$ cat src/rtl/hi_lo_register_unit_if.sv
// Handshake bundle between the execution unit and the HI/LO register unit.
// The execution side drives requests (master); the HI/LO unit answers (slave).
interface hi_lo_register_unit_if #(
    parameter int WIDTH = 32
);
    logic             freeze;
    logic             mdu_issue;
    logic             alu_wr_en;
    logic [WIDTH-1:0] alu_hi;
    logic [WIDTH-1:0] alu_lo;
    logic             alu_overflow;
    logic             mt_en;
    logic             mt_sel;
    logic [WIDTH-1:0] mt_data;
    logic             rd_en;
    logic             rd_sel;
    logic             ovf_clear;
    logic [WIDTH-1:0] rd_data;
    logic             rd_valid;
    logic             rd_stall;
    logic             mt_stall;
    logic             hilo_pending;
    logic             ovf_sticky;
    logic             timeout_err;

    modport master (
        output freeze, mdu_issue, alu_wr_en, alu_hi, alu_lo, alu_overflow,
        output mt_en, mt_sel, mt_data, rd_en, rd_sel, ovf_clear,
        input  rd_data, rd_valid, rd_stall, mt_stall,
        input  hilo_pending, ovf_sticky, timeout_err
    );

    modport slave (
        input  freeze, mdu_issue, alu_wr_en, alu_hi, alu_lo, alu_overflow,
        input  mt_en, mt_sel, mt_data, rd_en, rd_sel, ovf_clear,
        output rd_data, rd_valid, rd_stall, mt_stall,
        output hilo_pending, ovf_sticky, timeout_err
    );
endinterface

$ cat src/rtl/hi_lo_register_unit.sv
// Architectural HI/LO pair: MULT/DIV result capture, MTHI/MTLO writes,
// MFHI/MFLO reads stalled while a multiply/divide is outstanding.
module hi_lo_register_unit #(
    parameter int WIDTH          = 32,
    parameter int TIMEOUT_CYCLES = 64
) (
    input logic                  clock,
    input logic                  reset,
    hi_lo_register_unit_if.slave bus
);
    localparam int CW = $clog2(TIMEOUT_CYCLES) + 1;

    typedef enum logic [1:0] {
        IDLE,
        PENDING,
        TIMEOUT
    } state_t;

    state_t           state;
    logic [CW-1:0]    count;
    logic [WIDTH-1:0] hi;
    logic [WIDTH-1:0] lo;
    logic [WIDTH-1:0] rd_q;
    logic             rd_valid_q;
    logic             pending_q;
    logic             ovf_q;
    logic             tmo_q;

    logic             busy;
    logic             rd_stall;
    logic             mt_stall;
    logic             rd_acc;
    logic             mt_acc;
    logic [WIDTH-1:0] hi_nxt;
    logic [WIDTH-1:0] lo_nxt;

    assign busy = (state != IDLE);

    // A result landing this cycle releases a stalled read immediately.
    assign rd_stall = bus.freeze ? bus.rd_en
                    : bus.rd_en & busy & ~bus.alu_wr_en;
    assign mt_stall = bus.freeze ? bus.mt_en
                    : bus.mt_en & (bus.alu_wr_en | busy);

    assign rd_acc = bus.rd_en & ~bus.freeze & ~rd_stall;
    assign mt_acc = bus.mt_en & ~bus.freeze & ~mt_stall;

    always_comb begin
        hi_nxt = hi;
        lo_nxt = lo;
        if (bus.alu_wr_en) begin
            hi_nxt = bus.alu_hi;
            lo_nxt = bus.alu_lo;
        end else if (mt_acc) begin
            if (bus.mt_sel) hi_nxt = bus.mt_data;
            else            lo_nxt = bus.mt_data;
        end
    end

    always_ff @(posedge clock) begin
        if (reset) begin
            state      <= IDLE;
            count      <= '0;
            hi         <= '0;
            lo         <= '0;
            rd_q       <= '0;
            rd_valid_q <= 1'b0;
            pending_q  <= 1'b0;
            ovf_q      <= 1'b0;
            tmo_q      <= 1'b0;
        end else if (bus.freeze) begin
            rd_valid_q <= 1'b0;
        end else begin
            hi         <= hi_nxt;
            lo         <= lo_nxt;
            rd_valid_q <= rd_acc;
            if (rd_acc) rd_q <= bus.rd_sel ? hi_nxt : lo_nxt;

            if (bus.alu_wr_en & bus.alu_overflow) ovf_q <= 1'b1;
            else if (bus.ovf_clear)               ovf_q <= 1'b0;

            unique case (state)
                IDLE: begin
                    if (bus.mdu_issue) begin
                        state     <= PENDING;
                        pending_q <= 1'b1;
                        count     <= '0;
                    end
                end
                PENDING: begin
                    if (bus.alu_wr_en) begin
                        state     <= bus.mdu_issue ? PENDING : IDLE;
                        pending_q <= bus.mdu_issue;
                        count     <= '0;
                    end else if (bus.mdu_issue) begin
                        count <= '0;
                    end else if (count == CW'(TIMEOUT_CYCLES - 1)) begin
                        state <= TIMEOUT;
                        tmo_q <= 1'b1;
                    end else begin
                        count <= count + 1'b1;
                    end
                end
                TIMEOUT: begin
                    if (bus.alu_wr_en) begin
                        state     <= bus.mdu_issue ? PENDING : IDLE;
                        pending_q <= bus.mdu_issue;
                        count     <= '0;
                    end
                end
                default: begin
                    state     <= IDLE;
                    pending_q <= 1'b0;
                    count     <= '0;
                end
            endcase
        end
    end

    assign bus.rd_data      = rd_q;
    assign bus.rd_valid     = rd_valid_q;
    assign bus.rd_stall     = rd_stall;
    assign bus.mt_stall     = mt_stall;
    assign bus.hilo_pending = pending_q;
    assign bus.ovf_sticky   = ovf_q;
    assign bus.timeout_err  = tmo_q;
endmodule

$ cat src/flat_wrapper.sv
// flat-port wrapper written by rule: the top's interface ports become plain ports
module hi_lo_register_unit_flat 
#(
    parameter int WIDTH          = 32,
    parameter int TIMEOUT_CYCLES = 64
)
  (clock, reset, bus_freeze, bus_mdu_issue, bus_alu_wr_en, bus_alu_hi, bus_alu_lo, bus_alu_overflow, bus_mt_en, bus_mt_sel, bus_mt_data, bus_rd_en, bus_rd_sel, bus_ovf_clear, bus_rd_data, bus_rd_valid, bus_rd_stall, bus_mt_stall, bus_hilo_pending, bus_ovf_sticky, bus_timeout_err);
  hi_lo_register_unit_if #(.WIDTH(WIDTH)) bus_i ();
  input logic clock;
  input logic reset;
  input wire logic [$bits(bus_i.freeze)-1:0] bus_freeze;
  input wire logic [$bits(bus_i.mdu_issue)-1:0] bus_mdu_issue;
  input wire logic [$bits(bus_i.alu_wr_en)-1:0] bus_alu_wr_en;
  input wire logic [$bits(bus_i.alu_hi)-1:0] bus_alu_hi;
  input wire logic [$bits(bus_i.alu_lo)-1:0] bus_alu_lo;
  input wire logic [$bits(bus_i.alu_overflow)-1:0] bus_alu_overflow;
  input wire logic [$bits(bus_i.mt_en)-1:0] bus_mt_en;
  input wire logic [$bits(bus_i.mt_sel)-1:0] bus_mt_sel;
  input wire logic [$bits(bus_i.mt_data)-1:0] bus_mt_data;
  input wire logic [$bits(bus_i.rd_en)-1:0] bus_rd_en;
  input wire logic [$bits(bus_i.rd_sel)-1:0] bus_rd_sel;
  input wire logic [$bits(bus_i.ovf_clear)-1:0] bus_ovf_clear;
  output wire logic [$bits(bus_i.rd_data)-1:0] bus_rd_data;
  output wire logic [$bits(bus_i.rd_valid)-1:0] bus_rd_valid;
  output wire logic [$bits(bus_i.rd_stall)-1:0] bus_rd_stall;
  output wire logic [$bits(bus_i.mt_stall)-1:0] bus_mt_stall;
  output wire logic [$bits(bus_i.hilo_pending)-1:0] bus_hilo_pending;
  output wire logic [$bits(bus_i.ovf_sticky)-1:0] bus_ovf_sticky;
  output wire logic [$bits(bus_i.timeout_err)-1:0] bus_timeout_err;
  assign bus_i.freeze = bus_freeze;
  assign bus_i.mdu_issue = bus_mdu_issue;
  assign bus_i.alu_wr_en = bus_alu_wr_en;
  assign bus_i.alu_hi = bus_alu_hi;
  assign bus_i.alu_lo = bus_alu_lo;
  assign bus_i.alu_overflow = bus_alu_overflow;
  assign bus_i.mt_en = bus_mt_en;
  assign bus_i.mt_sel = bus_mt_sel;
  assign bus_i.mt_data = bus_mt_data;
  assign bus_i.rd_en = bus_rd_en;
  assign bus_i.rd_sel = bus_rd_sel;
  assign bus_i.ovf_clear = bus_ovf_clear;
  assign bus_rd_data = bus_i.rd_data;
  assign bus_rd_valid = bus_i.rd_valid;
  assign bus_rd_stall = bus_i.rd_stall;
  assign bus_mt_stall = bus_i.mt_stall;
  assign bus_hilo_pending = bus_i.hilo_pending;
  assign bus_ovf_sticky = bus_i.ovf_sticky;
  assign bus_timeout_err = bus_i.timeout_err;
  hi_lo_register_unit #(.WIDTH(WIDTH), .TIMEOUT_CYCLES(TIMEOUT_CYCLES)) u_core (.clock(clock), .reset(reset), .bus(bus_i));
endmodule
$ cat config.mk
export PLATFORM = sky130hd
export DESIGN_NAME = hi_lo_register_unit_flat
export DESIGN_NICKNAME = d
export VERILOG_FILES = /design/src/rtl/hi_lo_register_unit_if.sv /design/src/rtl/hi_lo_register_unit.sv /design/src/flat_wrapper.sv
export SDC_FILE = /design/constraint.sdc
export NUM_CORES = 1
export LEC_CHECK = 0
export ABC_CLOCK_PERIOD_IN_PS = 6300
export CORE_MARGIN = 5
export CORE_UTILIZATION = 30
export DETAILED_ROUTE_END_ITERATION = 10
export SETUP_SLACK_MARGIN = 0.4
export SLEW_MARGIN = 20
export SYNTH_ARGS = -nofsm -noshare
export SYNTH_HDL_FRONTEND = slang
export SYNTH_SLANG_ARGS = --single-unit
$ cat constraint.sdc
create_clock -name clock -period 6.3 [get_ports clock]
set_input_delay 1.26 -clock clock [delete_from_list [all_inputs] [get_ports clock]]
set_output_delay 1.26 -clock clock [all_outputs]
set_load 0.05 [all_outputs]
==> Word-level counts from Yosys, hierarchy flattened <==
Cells that the tools add are included.
{ "totals": {"in_bits": 107, "elab_cells": 71, "regBits": 109} }
{ "op_classes": {"add_sub_neg": 1, "n_bitwise": 14, "n_eq_ne": 9, "mux": 27, "reduce_logical": 11} }
{ "ops": {"columns": ["operator", "count"], "rows": [
  ["32-bit 2-to-1 mux", 7],
  ["7-bit 2-to-1 mux", 5],
  ["7-bit case mux with 3 select lines", 1],
  ["2-bit 2-to-1 mux", 5],
  ["5-bit AND reduction", 2],
  ["1-bit AND", 8],
  ["7-bit by 1-bit adder with 7-bit output, second input constant", 1],
  ["7-bit by 6-bit == test with 1-bit output, second input constant", 1],
  ["1-bit 2-to-1 mux", 7],
  ["2-bit case mux with 3 select lines", 1],
  ["1-bit inverter", 5],
  ["2-bit inequality test, second input constant", 2],
  ["4-bit inequality test, second input constant", 1],
  ["2-bit AND reduction", 2],
  ["4-bit AND reduction", 1],
  ["2-bit nonzero test", 2],
  ["2-bit OR reduction", 2],
  ["3-bit by 2-bit inequality test with 1-bit output, second input constant", 1],
  ["3-bit inequality test, second input constant", 1],
  ["3-bit AND reduction", 1],
  ["2-bit by 1-bit == test with 1-bit output, second input constant", 1],
  ["2-bit == test, second input constant", 1],
  ["2-bit zero test", 1],
  ["2-bit by 1-bit inequality test with 1-bit output, second input constant", 1],
  ["other kinds (2)", 2]
]} }

==> Longest topological paths before layout <==
{ "depth": {"depth_word": 9, "ltp_mapped": 10, "ltp_nobuf": 6} }

==> Worst setup path after synthesis <==
OpenSTA, ideal clock, no wires.
{ "synth_timing": {"path_kind": "in2out", "startpoint": "input port bus_alu_wr_en", "endpoint": "output port bus_mt_stall", "path_slack_ps": 2363, "path_stages": 5, "n_path_buf": 3, "t_required_ps": 5040, "t_arrival_ps": 2677, "path_cell_list": "buf_6 -> buf_2 -> inv_2 -> clkbuf_1 -> a31oi_1"} }
{ "synth_between": {"elab_chain_len": 3} }
{ "synth_lines": {"columns": ["item", "line", "rtl"], "rows": [
  ["start: declaration", "flat_wrapper.sv:13", "input wire logic [$bits(bus_i.alu_wr_en)-1:0] bus_alu_wr_en;"],
  ["1-bit OR", "hi_lo_register_unit.sv:43", ": bus.mt_en & (bus.alu_wr_en | busy);"],
  ["1-bit AND", "hi_lo_register_unit.sv:43", null],
  ["1-bit 2-to-1 mux", "hi_lo_register_unit.sv:42", "assign mt_stall = bus.freeze ? bus.mt_en"],
  ["end: declaration", "flat_wrapper.sv:26", "output wire logic [$bits(bus_i.mt_stall)-1:0] bus_mt_stall;"]
]} }
No other way between the ends.

==> Worst setup path in the final report <==
{ "layout_timing": {"startpoint": "input port bus_freeze", "endpoint": "output port bus_rd_stall"} }
{ "layout_between": {"elab_chain_len": 1} }
{ "layout_lines": {"columns": ["item", "line", "rtl"], "rows": [
  ["start: declaration", "flat_wrapper.sv:11", "input wire logic [$bits(bus_i.freeze)-1:0] bus_freeze;"],
  ["1-bit 2-to-1 mux", "hi_lo_register_unit.sv:40", "assign rd_stall = bus.freeze ? bus.rd_en"],
  ["end: declaration", "flat_wrapper.sv:25", "output wire logic [$bits(bus_i.rd_stall)-1:0] bus_rd_stall;"]
]} }
No other way between the ends.

==> results.tsv <==
metric	value	unit
status	complete, no violations	
crit_chain	buf_2, o21ba_2, nor2b_1, clkdlybuf4s50_1	
switching_share	28.6	%
cts_buffers	9	
dr_total_vias	5746	
drive_gt1_share	5.86	%
crit_type	in2out	
synth-edff-count	0	
rrSetupSlack	3510	ps
postCtsSetupBuffers	0	
clock_skew	8.08	ps
grt_pass1_vias	5477	
areaGrowthSynthToFinish	32.6	%
cp_data_arrival_time	3170	ps
p_sw	503	uW
grt_max_degree	77	
wl_per_cell	17.2	um
period_share	70.2	%
start_util	30.4	%
nets	943	
clock_latency	350	ps
clock_power_share	34.9	%
antenna_cells	0	
slew_headroom	29.2	%
required	5040	ps
dp_hpwl	12300	um
clock_sinks	109	
worstHoldPathCells	2	
syn-num-nets	844	
layout_commonest_cell	clkdlybuf4s50_1	
grt_overflow	0	
ys_warn_count	0	
hold_viol_final	0	
timing.final.crit_period	4430	ps
layout_common_cells	clkdlybuf4s50_1, nor2_1, dfxtp_1, a211oi_1, nand2_1	
path_delay_family	buffers and inverters	
async_flop_share	0	%
slew_viol_final	0	
drv_cap	0	
cp_num_buf_inv	2	
ir_drop	0.134	mV
rsz0062_at_grt	no	
holdWs	460	ps
ys_ff_latch	109	
root_buffer	clkbuf_16	
r2r_start	u_core.state[0]	
ys.flop_type	dfxtp_1	
coreArea	19400	um^2
path_clk_slew	70	ps
worst_pin_slew	1060	ps
htree_levels	3	
crit_path_top_delay_cell	clkdlybuf4s50_1	
num_rows	51	
drtIter0Drc	443	
final-setup-viol-count	0	
seq_power_share	43.0	%
powerDensity	225	nW/um^2
cts_resized	0	
cts_tree	yes	
antenna_found_initial	0	
routed_wl	18900	um
hold_end	u_core.hi[8]	
drc	0	
placed_area	7510	um^2
fin_area	7820	um^2
endpoint_kind	primary output	
die-area	22600	um^2
r2r-end	u_core.hi[11]	
crit_fanout	45	
num_io_pins	145	
tns	0	ps
die_h	150	um
start_kind	input port	
io_buffer_count	144	
clock_path_buffers	2	
hp-start	u_core.hi[8]	
gp_congestion	0.775	
total_power	1.76	mW
ant_nets	0	
clock.fmax	0.226	GHz
grt_pass1_wl	29800	um
worstHoldPathType	reg2reg	
die_w	150	um
p_int	1.25	mW
syn_avg_cell_area	8.06	um^2
max_stage_delay	800	ps
p_comb_share	22.0	%
ctsHoldBuffers	0	
p_leak	2.86	nW
syn-instance-count	732	
fillers	2067	
synthDistinctLibCells	46	
routed_via_density	5.22	
r2r_cells	6	
grtUsageTotal	16.5	%
yosysSeqAreaShare	37.0	%
syn-cell-area	5900	um^2
firstDrtPassIters	4	
## per-layer routing
| metal | wire, um | up-vias | global-route usage, % |
|---|---|---|---|
| met2 | 8200 | 173 | 25.2 |
| met4 | 219 | 0 | 4.48 |
| met3 | 1200 | 13 | 2.80 |
| met5 | 0 | - | 0 |
| met1 | 9300 | 2698 | 24.1 |
| li1 | - | 2862 | - |
## synthesized netlist by cell type, types with 2 or more instances
library cell	n	area, um^2
and4b_1	2	20.0
a211o_1	32	280
nand2_1	48	180
a21oi_1	32	160
o22ai_1	23	144
clkbuf_1	50	188
nor3_1	14	70.1
o31ai_1	3	22.5
o211ai_1	10	75.1
a211oi_1	64	480
o21ai_0	22	110
buf_1	4	15.0
a22oi_1	9	67.6
mux2i_1	44	440
dfxtp_1	109	2180
nand2b_1	16	100
buf_6	2	22.5
nor2b_1	2	12.5
nand3_1	7	35.0
nor2_1	137	514
o21a_1	9	67.6
a21boi_0	3	22.5
nand4_1	9	56.3
buf_2	10	50.1
or3_1	24	150
inv_1	7	26.3
a41oi_1	2	17.5
ha_1	5	62.6
mux2_2	14	158
or4_1	3	22.5
## worst reg2reg max path, stage by stage, from the launching register on
cell,delay [ps]
dfxtp_1,340
inv_1,90
ha_1,370
and4b_2,1000
mux2_2,440
or3_1,350
a21oi_1,130
## state kept, by name, summed over array words and instances (netlist names)
signal and flops:
u_core.bus.rd_data 32, u_core.hi 32, u_core.lo 32, u_core.count 7
u_core.state 2, u_core.bus.hilo_pending 1, u_core.bus.ovf_sticky 1, u_core.bus.rd_valid 1
u_core.bus.timeout_err 1
## final cells by class
cell class              instances  area [um^2]  share of cell area [%]
clock buffers                  12          236                    3.02
flip-flops and latches        109         2180                    27.9
inverters                       8         32.5                   0.416
clock inverters                 4         72.6                   0.928
well taps                     265          332                    4.24
multi-input cells             548         3430                    43.9
repair buffers                155         1530                    19.6
## cell families after synthesis
| group | Yosys count | synth area share [%] |
|---|---|---|
| simple gates | 270 | 21.1 |
| compound gates | 215 | 25.4 |
| flops | 109 | 37.0 |
| buf+inv | 75 | 5.30 |
| mux | 58 | 10.1 |
| fa+ha+maj | 5 | 1.06 |
## worst max-delay path by stage
stage          slack [ps]  cells past startpoint          start           end
6_report             1870                      4     bus_freeze  bus_rd_stall
5_1_grt              1740                      4     bus_freeze  bus_rd_stall
2_1_floorplan        2360                      5  bus_alu_wr_en  bus_mt_stall
3_3_place_gp         1870                      4     bus_freeze  bus_rd_stall
4_1_cts              1860                      4     bus_freeze  bus_rd_stall
3_5_place_dp         1870                      4     bus_freeze  bus_rd_stall
## power groups by stage
| stage | clock network, mW | registers, mW | logic, mW |
|---|---|---|---|
| detailed placement | 0 | 0.772 | 0.387 |
| finish | 0.614 | 0.756 | 0.387 |
| floorplan | 0 | 0.815 | 0.184 |
| CTS | 0.627 | 0.756 | 0.389 |
| global route | 0.656 | 0.761 | 0.420 |
| global placement | 0 | 0.771 | 0.382 |
## metrics by stage
step	util, %	setup slack, ps	cells
after floorplan	-	2360	732
after global routing	40.3	1740	1101
after CTS	40.3	1860	1101
after detailed placement	38.7	1870	1085
after global placement	38.6	1870	1084
final	40.3	1870	1101
No activity file was read; power rests on OpenSTA's default activity.
